==> config.mk <==
export PLATFORM = sky130hd
export DESIGN_NAME = dmem_stall_responder
export DESIGN_NICKNAME = d
export VERILOG_FILES = /design/src/rtl/dmem_stall_responder.sv
export SDC_FILE = /design/constraint.sdc
export NUM_CORES = 2
export LEC_CHECK = 0
export CORE_ASPECT_RATIO = 1.25
export CORE_MARGIN = 10
export CORE_UTILIZATION = 30
export CTS_CLUSTER_SIZE = 28
export DETAILED_ROUTE_END_ITERATION = 10
export GPL_TIMING_DRIVEN = 0
export PLACE_DENSITY = 0.45
export REMOVE_ABC_BUFFERS = 1
export SETUP_SLACK_MARGIN = 0.5
export SLEW_MARGIN = 20
export SYNTH_ARGS = -nofsm -noshare
export SYNTH_HDL_FRONTEND = slang
export SYNTH_SLANG_ARGS = --single-unit
==> constraint.sdc <==
create_clock -name clk -period 4.75 [get_ports clk]
set_clock_uncertainty 0.2 [all_clocks]
set_input_delay 0.95 -clock clk [delete_from_list [all_inputs] [get_ports clk]]
set_output_delay 0.95 -clock clk [all_outputs]
set_load 0.01 [all_outputs]
==> src/rtl/dmem_stall_responder.sv <==
//==============================================================================
// Module     : dmem_stall_responder
// Description: Multi-cycle word RAM for the MEM stage. It stalls the pipeline
//              while an access is in flight and pulses AckM when the access
//              completes. Optional macro DMEM_MISALIGN_TRAP_EN rejects
//              misaligned requests.
// Revision   : 1.0 - initial release
//==============================================================================
`default_nettype none

module dmem_stall_responder #(
  parameter int DEPTH_WORDS = 64,
  parameter int LATENCY     = 3
) (
  input  logic        clk,
  input  logic        reset,
  input  logic        MemReadM,
  input  logic        MemWriteM,
  input  logic [31:0] ALUResultM,
  input  logic [31:0] WriteDataM,
  output logic [31:0] ReadDataM,
  output logic        StallM,
  output logic        AckM,
  output logic        MisalignM
);

  localparam int          c_AW        = $clog2(DEPTH_WORDS);
  localparam logic [2:0]  c_BUSY_CNT  = 3'((LATENCY > 2) ? (LATENCY - 3) : 0);

  typedef enum logic [1:0] {
    S_IDLE = 2'd0,
    S_BUSY = 2'd1,
    S_DONE = 2'd2
  } state_t;

  state_t            r_state;
  logic [2:0]        r_cnt;
  logic              r_wr;
  logic [c_AW-1:0]   r_idx;
  logic [31:0]       r_wdata;
  logic [31:0]       r_mem [DEPTH_WORDS];

  logic              w_req;
  logic              w_idle;
  logic              w_mis;
  logic              w_accept;
  logic              w_enter_done;
  logic [c_AW-1:0]   w_idx;
  logic              w_op_wr;
  logic [c_AW-1:0]   w_op_idx;
  logic [31:0]       w_op_data;
  logic              w_unused_addr;

  assign w_req  = MemReadM | MemWriteM;
  assign w_idle = (r_state == S_IDLE);
  assign w_idx  = ALUResultM[c_AW+1:2];

`ifdef DMEM_MISALIGN_TRAP_EN
  assign w_mis  = w_idle & w_req & (ALUResultM[1:0] != 2'b00);
`else
  assign w_mis  = 1'b0;
`endif

  assign w_unused_addr = ^{ALUResultM[31:c_AW+2], ALUResultM[1:0]};

  assign w_accept  = w_idle & w_req & ~w_mis;
  assign StallM    = ~reset & (w_accept | (r_state == S_BUSY));
  assign MisalignM = ~reset & w_mis;

  // With LATENCY==2 the commit happens on the accept edge, so use live inputs.
  assign w_enter_done = (w_accept & (LATENCY == 2)) |
                        ((r_state == S_BUSY) & (r_cnt == 3'd0));
  assign w_op_wr   = w_idle ? MemWriteM  : r_wr;
  assign w_op_idx  = w_idle ? w_idx      : r_idx;
  assign w_op_data = w_idle ? WriteDataM : r_wdata;

  always_ff @(posedge clk or posedge reset) begin
    if (reset) begin
      r_state   <= S_IDLE;
      r_cnt     <= 3'd0;
      r_wr      <= 1'b0;
      r_idx     <= '0;
      r_wdata   <= 32'd0;
      ReadDataM <= 32'd0;
      AckM      <= 1'b0;
    end else begin
      AckM <= w_enter_done;
      if (w_enter_done) begin
        if (w_op_wr) r_mem[w_op_idx] <= w_op_data;
        else         ReadDataM       <= r_mem[w_op_idx];
      end
      case (r_state)
        S_IDLE: begin
          if (w_accept) begin
            r_wr    <= MemWriteM;
            r_idx   <= w_idx;
            r_wdata <= WriteDataM;
            r_cnt   <= c_BUSY_CNT;
            r_state <= (LATENCY == 2) ? S_DONE : S_BUSY;
          end
        end
        S_BUSY: begin
          if (r_cnt == 3'd0) r_state <= S_DONE;
          else               r_cnt   <= r_cnt - 3'd1;
        end
        S_DONE:  r_state <= S_IDLE;
        default: r_state <= S_IDLE;
      endcase
    end
  end

endmodule

`default_nettype wire

Yosys cells after proc, flatten, opt, wreduce, memory -nomap -nowiden --
Memory sizes are Yosys's and may differ from the RTL's. A register that Yosys moved wholly into a read port is not among the register bits. Cells that the tools add are included.
Cells by class: $add $sub $neg 1, multiply operators 0, div/mod/pow operators 0, $lt $le $gt $ge 0, equality and inequality tests 4, shifts and indexed selects 0, multiplexer cells 12, bitwise operators 7, reduce and logical (&&, ||, !) cells 9
Operators by type and width (number):
- $mux 32 | 1
- $mux 3 | 2
- $mux 6 | 1
- $pmux 3 s2 | 1
- $reduce_and 2->1 | 3
- $mux 1 | 4
- $mux 2 | 2
- $ne 2x1->1 const B | 2
- $pmux 2 s2 | 1
- $and 1x1->1 | 3
- $logic_not 3->1 | 1
- $reduce_and 3->1 | 1
- $sub 3x1->3 const B | 1
- $eq 2x1->1 const B | 1
- $logic_not 2->1 | 1
- $ne 2x2->1 const B | 1
- $not 1->1 | 2
- $or 1x1->1 | 2
- $reduce_bool 2->1 | 1
- $logic_and 1x1->1 | 1
- $logic_not 1->1 | 1
Word-level totals: flip-flop bits (word level) 45, latch bits 0, RAM bits 2048, memory bits (read-only) 0, input bits 68, output and inout bits 35, memories kept 1
Memories:
- r_mem | words 64, bits a word 32, read ports 1, clocked after memory_dff 1, write ports 1, line 41 | logic [31:0] r_mem [DEPTH_WORDS];

Longest topological paths before layout --
depth after elaboration 6, gate-level depth with buffers 12, mapped depth without buffers 9

Worst setup path after synthesis --
OpenSTA, ideal clock, no wires.
path kind input -> register, from input port reset, to memory r_mem[17][0] (enable), setup time 421 ps, data arrival time 4794 ps, data required time 4129 ps, path slack -665 ps, cell stages on the path 5, path buffers 1, path through inv_1 > nand3_1 > or3_1 > clkbuf_1 > nor2_1
On the way: longest elaborated chain between the ends 3
Ends and longest elaborated chain:
- start: declaration | line 16 | input logic reset,
- $logic_not 1->1 (no line)
- $logic_and 1x1->1 (not written as such) | line 89 | if (w_op_wr) r_mem[w_op_idx] <= w_op_data;
- $mux 1 (not written as such) | line 89
- end: declaration | line 41
Every way passes these cells.

Worst setup path in the final report --
from input port ALUResultM[7], to memory r_mem[26][12] (enable)
On the way: longest elaborated chain between the ends 1
Ends and longest elaborated chain:
- start: declaration | line 19 | input logic [31:0] ALUResultM,
- $mux 6 | line 74 | assign w_op_idx = w_idle ? w_idx : r_idx;
Every way passes these cells.

==> metrics.csv <==
stage,metric,value,unit
run_status,status,finished clean,
global_route,vias in the first global route,51500,
worst_setup_path,Worst path slowest cell,or4b_2,
worst_setup_path,CP endpoint kind,flop,
global_route,first-pass GRT wire length,461000,um
placement,dpl hpwl,227000,um
route,Total Wirelength,343000,um
logic_synthesis,mean area per synthesized cell,15.9,sq um
layout,final instance area,102000,sq um
placement,placer's final routability congestion estimate,0.752,
logic_synthesis,post-synthesis async set-or-reset flop share,3.62,%
hold_path,Hold Crit Depth,2,
worst_setup_path,Worst Path Max Fanout,12,
global_route,gr ovfl total,0,
worst_setup_path,Worst Path Required,5.12,ns
cts,clk_lat worst skew,0.91,ns
floorplanning,core footprint,267000,sq um
worst_setup_path,CP max stage delay,0.78,ns
floorplanning,die width,484,um
logic_synthesis,number of synthesized register bits,2125,
route,routed len/inst,37.4,um
global_route,number of antenna violations at the first check in global routing,21,
worst_setup_path,Reg2Reg Setup Slack,0.49,ns
worst_setup_path,crit path kind,input port to flop,
layout,Area Growth Syn to Fin,26.8,%
logic_synthesis,area share of the largest cell type after synthesis,76.1,%
logic_synthesis,Post-synth EDFFs,2048,
cts,Root Buffer,clkbuf_16,
worst_setup_path,CP arrival,4.71,ns
route,post-route ant nets,0,
timing,setup_tns,0,ns
worst_setup_path,cells along the critical path,clkdlybuf4s50_1 > or4b_2 > o21ai_0 > nand2_2 > buf_12 > nor2_4 > buf_12,
worst_setup_path,startpoint types,input port,
timing,"Slew Viols, Final",0,
cts,H-tree Lvls,4,
placement,Placed Instance Area,95300,sq um
logic_synthesis,post-synthesis sequential area ratio,78.5,%
pwr,Pwr Density,616,nW/um^2
cts,CTS buffer count,210,
pwr,Peak VDD IR,0.000441,V
cts,deepest clock path buffer count,4,
timing,endpoints failing setup,0,
logic_synthesis,most frequent cell after synthesis,edfxtp_1,
timing,Fin. Hold Viols,0,
route,vias per cell,5.82,
route,routed via count,53400,
floorplanning,DIE AREA,290000,sq um
timing,Slew headroom,20.5,%
global_route,largest net degree at the start of global routing,65,
logic_synthesis,synth top area cells,"edfxtp_1 (76%), a22oi_1 (3.5%), o21ai_0 (2.9%), nand2_1 (2.8%), dfrtp_1 (2.4%)",
route,Pre-antenna DRT Iters,6,
timing,Slew @ Worst Pin,1.19,ns
logic_synthesis,Yosys top cell by area,edfxtp_1,
logic_synthesis,Synth top cells by count,"edfxtp_1 (2048), nand2_1 (601), o21ai_0 (463)",
cts,CTS Sinks,2125,
logic_synthesis,"Top FF cell, synth",edfxtp_1,
floorplanning,Initial Util,30.2,%
route,initial drt markers,7512,
run,Max-Cap Viols,0,
pwr,Pleak,32.7,nW
timing,crit share post-route,91.5,%
floorplanning,chip height,600,um
worst_setup_path,Reg2Reg Depth,11,
logic_synthesis,Synth cell types,71,
logic_synthesis,Synth warnings,0,
layout,layout cell share with drive strength beyond 1,16.3,%
cts,CTS tree,done,
logic_synthesis,Post-Synthesis Cells,5081,
logic_synthesis,mapped cell area,80800,sq um
global_route,GRT Util Overall,22.7,%
floorplanning,FP Rows,212,
route,DRC violations left,0,
hold_path,min-delay worst type,flop to flop,
layout,fin nets,5544,
timing,RSZ-0062 raised after global routing,true,
timing,max frequency,230,MHz
timing,Final Critical Period,4.34,ns
worst_setup_path,CP most frequent cell,buf_12,
placement,buffers added on ports,75,
floorplanning,IO Pins,103,
cts,clock slew at reported path FFs,0.07,ns
==> power breakdown <==
group	total, mW	leakage [nW]	switching [mW]	internal [mW]
Clock	16.8	3.30	7.28	9.54
Combinational	21.4	9.92	14.4	6.99
Sequential	24.9	19.5	0.465	24.4
Total	63.1	32.7	22.1	40.9
==> per-layer routing <==
| metal | vias to the layer above | routed length [um] | GRT usage, % |
|---|---|---|---|
| met5 | - | 36 | 0 |
| met4 | 6 | 19300 | 11.1 |
| met3 | 827 | 29600 | 4.48 |
| met2 | 3193 | 163000 | 37.7 |
| met1 | 28100 | 131000 | 28.5 |
| li1 | 21200 | - | - |
==> timing repair <==
item                                   4_1_cts  5_1_grt
cloned                                       2        0
endpoints found under the hold margin        0        0
setup buffers                               20       11
setup endpoints to repair                 1651       55
pin swaps                                   10        2
resized for setup                           21        9
hold buffers                                 0        0
==> final timing paths <==
check,start,endpoint
min,r_wdata[23],r_wdata[23]
min reg2reg,r_wdata[23],r_wdata[23]
min in group asynchronous,reset,r_wdata[23]
max in group asynchronous,reset,ReadDataM[1]
max reg2reg,r_state[1],ReadDataM[21]
max,ALUResultM[7],r_mem[26][12]
==> placed cells by master (no fill, tap or decap), drive strengths merged, types with 87 or more instances in the layout <==
cell type / count
a22o: 122
nor2: 125
edfxtp: 2048
mux2i: 116
nand3: 87
o21ai: 472
a22oi: 373
buf: 437
nand2: 601
nand4: 108
clkbuf: 284
==> critical path: cells and delay by family <==
family                 cells  cell delay, ns
AND/OR/NAND/NOR            3            1.99
buffers and inverters      3            1.34
AO/OA/AOI/OAI              1            0.38
==> metrics by stage <==
| stage | cells | power (mW) | setup slack [ns] | util [%] | hold WS, ns |
|---|---|---|---|---|---|
| 2_1_floorplan | 4747 | 33.4 | -6.54 | - | 0.246 |
| 3_3_place_gp | 8353 | 41.5 | -25.96 | 31.6 | 0.258 |
| 3_5_place_dp | 8760 | 46.1 | -1.06 | 35.6 | 0.262 |
| 4_1_cts | 9160 | 62.9 | 0.503 | 38.3 | 0.280 |
| 5_1_grt | 9173 | 64.6 | 0.418 | 38.3 | 0.299 |
| 6_report | 9176 | 63.1 | 0.406 | 38.3 | 0.282 |
==> registers in the layout, indices dropped and copies added (netlist names) <==
register	count
r_mem	2048
r_state	2
AckM	1
r_cnt	3
r_wr	1
r_idx	6
r_wdata	32
ReadDataM	32
==> final cells by class <==
cell class | instances | area, sq um
tap | 3531 | 4420
clock buffer | 284 | 5790
fill | 24400 | 165000
inverter | 5 | 23.8
sequential | 2125 | 63400
timing repair buffer | 513 | 10800
antenna | 5 | 12.5
multi-input combinational | 2619 | 17100
clock inverter | 94 | 932
==> cell families (layout without fill, tap and decap cells) <==
logic type / after synthesis / in the layout / share of synthesized area, %
buffers and inverters: 339 / 896 / 1.81
multiplexers: 123 / 123 / 1.54
flip-flops: 2125 / 2125 / 78.5
adder cells (fa/ha/maj): 2 / 2 / 0.0310
other: 1 / 6 / 0.00464
XOR/XNOR: 1 / 1 / 0.0108
AND/OR/NAND/NOR: 1038 / 1040 / 5.74
AO/OA/AOI/OAI: 1452 / 1452 / 12.3
No activity file was read; power rests on OpenSTA's default activity.
